File: src/rtl/rpll_sim_dyn.sv
// Cycle-based rPLL model: CLKOUT is synthesised from the fast CLKIN with a
// phase accumulator, plus lock timing, restart, phase-delayed and divided outputs.
module rpll_sim_dyn #(
   parameter string FCLKIN       = "27",
   parameter int    IDIV_SEL     = 8,
   parameter int    FBDIV_SEL    = 3,
   parameter int    ODIV_SEL     = 48,
   parameter string DYN_SEL      = "false",
   parameter int    DYN_SDIV_SEL = 2,
   parameter int    LOCK_CYCLES  = 64
) (
   input  logic       CLKIN_i,
   input  logic       RESET_i,
   input  logic       RESET_P_i,
   input  logic       CLKFB_i,
   input  logic [5:0] FBDSEL_i,
   input  logic [5:0] IDSEL_i,
   input  logic [5:0] ODSEL_i,
   input  logic [3:0] PSDA_i,
   input  logic [3:0] DUTYDA_i,
   input  logic [3:0] FDLY_i,
   output logic       CLKOUT_o,
   output logic       CLKOUTP_o,
   output logic       CLKOUTD_o,
   output logic       CLKOUTD3_o,
   output logic       LOCK_o
);

   localparam bit             DYN       = (DYN_SEL == "true");
   localparam int             LCW       = $clog2(LOCK_CYCLES + 1);
   localparam int             SDW       = $clog2(DYN_SDIV_SEL);
   localparam logic [LCW-1:0] LOCK_MAX  = LCW'(LOCK_CYCLES);
   localparam logic [SDW-1:0] SDIV_LAST = SDW'(DYN_SDIV_SEL - 1);
   localparam logic [6:0]     N_STATIC  = 7'(FBDIV_SEL + 1);
   localparam logic [6:0]     D_STATIC  = 7'(IDIV_SEL + 1);

   // Dynamic selects count down from 64, so a select of 0 means a ratio of 64.
   function automatic logic [6:0] sel_to_ratio(input logic [5:0] sel);
      return 7'd64 - {1'b0, sel};
   endfunction

   // Returns {toggle, next_acc}; N >= D clamps to a toggle on every edge.
   function automatic logic [7:0] acc_step(input logic [6:0] acc,
                                           input logic [6:0] n,
                                           input logic [6:0] d);
      logic [7:0] sum;
      sum = {1'b0, acc} + {1'b0, n};
      if (n >= d)
         return {1'b1, 7'd0};
      else if (sum >= {1'b0, d})
         return {1'b1, 7'(sum - {1'b0, d})};
      else
         return {1'b0, sum[6:0]};
   endfunction

   logic [11:0]    sel_q, sel_d;
   logic           sel_vld_q, sel_vld_d;
   logic [LCW-1:0] lock_cnt_q, lock_cnt_d;
   logic           lock_q, lock_d;
   logic [6:0]     acc_q, acc_d;
   logic           clk_q, clk_d;
   logic [15:0]    dl_q, dl_d;
   logic           clkp_q, clkp_d;
   logic [SDW-1:0] divd_cnt_q, divd_cnt_d;
   logic           clkd_q, clkd_d;
   logic [1:0]     div3_cnt_q, div3_cnt_d;
   logic           clkd3_q, clkd3_d;

   logic       tog;
   logic       sel_chg;
   logic       restart;
   logic [6:0] ratio_n;
   logic [6:0] ratio_d;
   logic       unused_ign;

   // The registered select is only compared once it has captured a real value.
   assign sel_chg = DYN && sel_vld_q && ({FBDSEL_i, IDSEL_i} != sel_q);
   assign restart = RESET_P_i || sel_chg;
   assign ratio_n = DYN ? sel_to_ratio(sel_q[11:6]) : N_STATIC;
   assign ratio_d = DYN ? sel_to_ratio(sel_q[5:0])  : D_STATIC;

   assign unused_ign = (^{CLKFB_i, ODSEL_i, DUTYDA_i, FDLY_i}) ^ (FCLKIN == "27") ^ (ODIV_SEL == 48);

   always_comb begin
      sel_d      = {FBDSEL_i, IDSEL_i};
      sel_vld_d  = 1'b1;
      lock_cnt_d = (lock_cnt_q == LOCK_MAX) ? lock_cnt_q : lock_cnt_q + LCW'(1);
      lock_d     = (lock_cnt_d == LOCK_MAX);
      {tog, acc_d} = lock_q ? acc_step(acc_q, ratio_n, ratio_d) : 8'd0;
      clk_d      = clk_q ^ tog;
      dl_d       = {dl_q[14:0], clk_d};
      clkp_d     = (PSDA_i == 4'd0) ? clk_d : dl_q[PSDA_i - 4'd1];
      divd_cnt_d = divd_cnt_q;
      clkd_d     = clkd_q;
      div3_cnt_d = div3_cnt_q;
      clkd3_d    = clkd3_q;
      if (tog) begin
         if (divd_cnt_q == SDIV_LAST) begin
            divd_cnt_d = '0;
            clkd_d     = ~clkd_q;
         end else begin
            divd_cnt_d = divd_cnt_q + SDW'(1);
         end
         if (div3_cnt_q == 2'd2) begin
            div3_cnt_d = 2'd0;
            clkd3_d    = ~clkd3_q;
         end else begin
            div3_cnt_d = div3_cnt_q + 2'd1;
         end
      end
      // A restart looks exactly like RESET except that the select is still captured.
      if (restart) begin
         lock_cnt_d = '0;
         lock_d     = 1'b0;
         acc_d      = '0;
         clk_d      = 1'b0;
         dl_d       = '0;
         clkp_d     = 1'b0;
         divd_cnt_d = '0;
         clkd_d     = 1'b0;
         div3_cnt_d = '0;
         clkd3_d    = 1'b0;
      end
   end

   always_ff @(posedge CLKIN_i or posedge RESET_i) begin
      if (RESET_i) begin
         sel_q      <= '0;
         sel_vld_q  <= 1'b0;
         lock_cnt_q <= '0;
         lock_q     <= 1'b0;
         acc_q      <= '0;
         clk_q      <= 1'b0;
         dl_q       <= '0;
         clkp_q     <= 1'b0;
         divd_cnt_q <= '0;
         clkd_q     <= 1'b0;
         div3_cnt_q <= '0;
         clkd3_q    <= 1'b0;
      end else begin
         sel_q      <= sel_d;
         sel_vld_q  <= sel_vld_d;
         lock_cnt_q <= lock_cnt_d;
         lock_q     <= lock_d;
         acc_q      <= acc_d;
         clk_q      <= clk_d;
         dl_q       <= dl_d;
         clkp_q     <= clkp_d;
         divd_cnt_q <= divd_cnt_d;
         clkd_q     <= clkd_d;
         div3_cnt_q <= div3_cnt_d;
         clkd3_q    <= clkd3_d;
      end
   end

   assign CLKOUT_o   = clk_q;
   assign CLKOUTP_o  = clkp_q;
   assign CLKOUTD_o  = clkd_q;
   assign CLKOUTD3_o = clkd3_q;
   assign LOCK_o     = lock_q;

endmodule

File: config.mk
export PLATFORM = sky130hd
export DESIGN_NAME = rpll_sim_dyn
export DESIGN_NICKNAME = d
export VERILOG_FILES = /design/src/rtl/rpll_sim_dyn.sv
export SDC_FILE = /design/constraint.sdc
export NUM_CORES = 1
export LEC_CHECK = 0
export ABC_AREA = 0
export BUFFER_PORTS_ARGS = -buffer_cell sky130_fd_sc_hd__buf_4
export CAP_MARGIN = 20
export CORE_UTILIZATION = 25
export DETAILED_ROUTE_END_ITERATION = 10
export GPL_ROUTABILITY_DRIVEN = 0
export SYNTH_ARGS = -nofsm -noshare
export SYNTH_HDL_FRONTEND = slang
export SYNTH_SLANG_ARGS = --single-unit
File: constraint.sdc
create_clock -name CLKIN_i -period 5.8 [get_ports CLKIN_i]
set_input_delay 0.58 -clock CLKIN_i [delete_from_list [all_inputs] [get_ports CLKIN_i]]
set_output_delay 0.58 -clock CLKIN_i [all_outputs]
set_load 0.01 [all_outputs]
==> run summary <==
drt first pass iters -> 4
metal2 WL -> 1737 um
final wirelength -> 3484 um
insertion delay to the later sink of the worst-skew pair -> 290 ps
Worst-path clk slew -> 70 ps
CTS Buf Count -> 5
vias in the first global route -> 1292
final worst path period need -> 2316 ps
status -> finished, final reports clean
Hold-fix buffers, CTS -> 0
Crit Path Category -> flip-flop to flip-flop
via count -> 1275
Worst Max-Slew Pin Slew -> 529.6 ps
register area -> 925.9 um^2
final core occ -> 30.10%
Final Setup Violations -> 0
DIE WIDTH -> 90.31 um
RSZ-0062 raised after global routing -> false
register area share after synthesis -> 47.50%
cell leakage power -> 1.018 nW
post-cts sizing count -> 0
WL met1 -> 1586 um
CP arrival -> 2490 ps
Hold Vio Cnt, Final -> 0
Fmax achieved -> 431.9 MHz
final slew viol count -> 0
Pwr Total -> 0.0004850 W
CP Data Required Time -> 5980 ps
flops & latches, synth -> 37
DRC -> 0
Critical-path top delay cell -> a2111oi_4
core area -> 7408 um^2
Post-Syn Area per Cell -> 11.20 um^2
multi-input logic area -> 947.2 um^2
maxcap violations -> 0
total gr overflow -> 0
Antenna Cells -> 0
mapped cell area -> 1949 um^2
Initial Utilization -> 26.31%
chip height -> 90.31 um
count of input and output buffers -> 11
Avg WL per Cell -> 12.10 um
CTS Root Cell -> clkbuf_8
DP HPWL -> 2435 um
CTS tree -> built
Synth Instances -> 174
first-iteration detailed-routing DRC count -> 43
largest net degree at the start of global routing -> 38
P&R area growth vs syn -> 14.38%
layout cells sized above 1 -> 13.76%
met3 wire len -> 96 um
Synth Flop Type -> dfrtp_1
via/cell ratio -> 4.427
Worst setup EP type -> flip-flop
Routed Antenna Nets -> 0
pwr dens -> 217.5 nW/um^2
Die Area -> 8155 um^2
Setup crit start kind -> flip-flop
initial antenna violation count -> 0
Tcrit/Tclk final -> 39.92%
Worst Skew -> 5.859 ps
Post-synth EDFFs -> 0
synth warn -> 0
site row count -> 31
max_slew headroom -> 64.57%
Global Route Usage Sum -> 9.511%
first-pass GRT wire length -> 6085 um
io pins -> 39
Worst Path Max Fanout -> 9
Distinct cells, synth -> 36
CP delay by family, top -> compound AO/OA/AOI/OAI gates
top layer in use -> met4
Buffers & Inverters on Critical Path -> 0
CP Cell Sequence -> ha_1 > xor2_1 > a2111oi_4 > a41oi_4 > nand3b_1 > mux2_2
# H-tree levels -> 2
fillcell total -> 765
Fin Setup TNS -> 0 ps
clk sinks -> 37
Clock Path Buffers -> 2
HP Class -> input port to asynchronous set/reset pin
crit-path max cell delay -> 450 ps
Final #Nets -> 231
FFs w/ async S/R, synth -> 100.0%
Max IR drop VDD -> 0.07861 mV
Post-CTS Setup Bufs -> 0
syn nets -> 217
-- synth_stat cells (4+ instances only) --
master,n,area share [%]
nand3_1,8,2.1
nor3_1,8,2.1
inv_1,11,2.1
nor2b_1,18,5.8
xor2_1,8,3.6
ha_1,9,5.8
dfrtp_1,37,47
xnor2_1,9,4.0
nor2_1,21,4.0
nand2_1,4,0.77
a21oi_1,4,1.0
mux4_1,4,5.4
-- power breakdown --
group | switching, W | internal [W]
Combinational | 0.0000166 | 0.0000107
Sequential | 0.00000197 | 0.000260
Clock | 0.0000887 | 0.000107
-- registers in the layout, indices dropped and copies added (netlist names) --
name and cells:
dl_q 16, acc_q 7, lock_cnt_q 7, div3_cnt_q 2, CLKOUTD3_o 1, CLKOUTD_o 1, CLKOUTP_o 1, LOCK_o 1
divd_cnt_q 1
-- worst min-delay path: cells and delay by family --
family	cells	cell delay (ps)
buffers and inverters	3	550
-- layer usage --
metal	GRT usage (%)	vias to the layer above
met5	0	-
met4	4.032	0
met3	2.778	6
met2	15.46	17
met1	11.75	628
li1	-	624
-- cell type report --
type / instances / area share [%]
timing repair buffer: 12 / 4.040
clock inverter: 1 / 0.2245
tap: 99 / 5.556
sequential: 37 / 41.53
inverter: 11 / 1.852
multi-input combinational: 121 / 42.48
clock buffer: 7 / 4.321
-- through the flow --
step,std cells,instance area [um^2],hold slack [ps],setup slack (ps)
floorplan,174,1949,455.0,3596
global placement,280,2128,472.7,3395
detailed placement,280,2128,475.3,3395
CTS,288,2230,426.4,3471
global route,288,2230,449.0,3344
finish,288,2230,411.4,3484
-- cells by family after synthesis --
logic type / after synthesis / synth area share (%)
XOR/XNOR: 17 / 7.638
buffers and inverters: 16 / 3.915
AO/OA/AOI/OAI: 15 / 7.190
adder cells (fa/ha/maj): 9 / 5.777
multiplexers: 8 / 8.151
AND/OR/NAND/NOR: 72 / 19.83
flip-flops: 37 / 47.50
-- worst paths after layout --
path                           from          to  slack [ps]  cells after the start
max                        acc_q[2]  CLKOUTD3_o        3480                      6
min                         RESET_i    dl_q[11]         410                      3
max reg2reg                acc_q[2]  CLKOUTD3_o        3480                      6
min reg2reg                dl_q[12]    dl_q[13]         490                      1
max in group asynchronous   RESET_i     dl_q[2]        5060                      3
min in group CLKIN_i       dl_q[12]    dl_q[13]         490                      1
-- cell usage in the layout, fill, tap and decap left out, types with 4 or more instances in the layout --
cell and instances:
dfrtp_1 37, nor2_1 21, nor2b_1 18, buf_4 12
inv_1 11, xnor2_1 9, ha_1 9, nand3_1 8
xor2_1 8, nor3_1 8, clkbuf_8 7, a21oi_1 4
nand2_1 4, mux4_1 4
(Power assumes the default switching activity.)
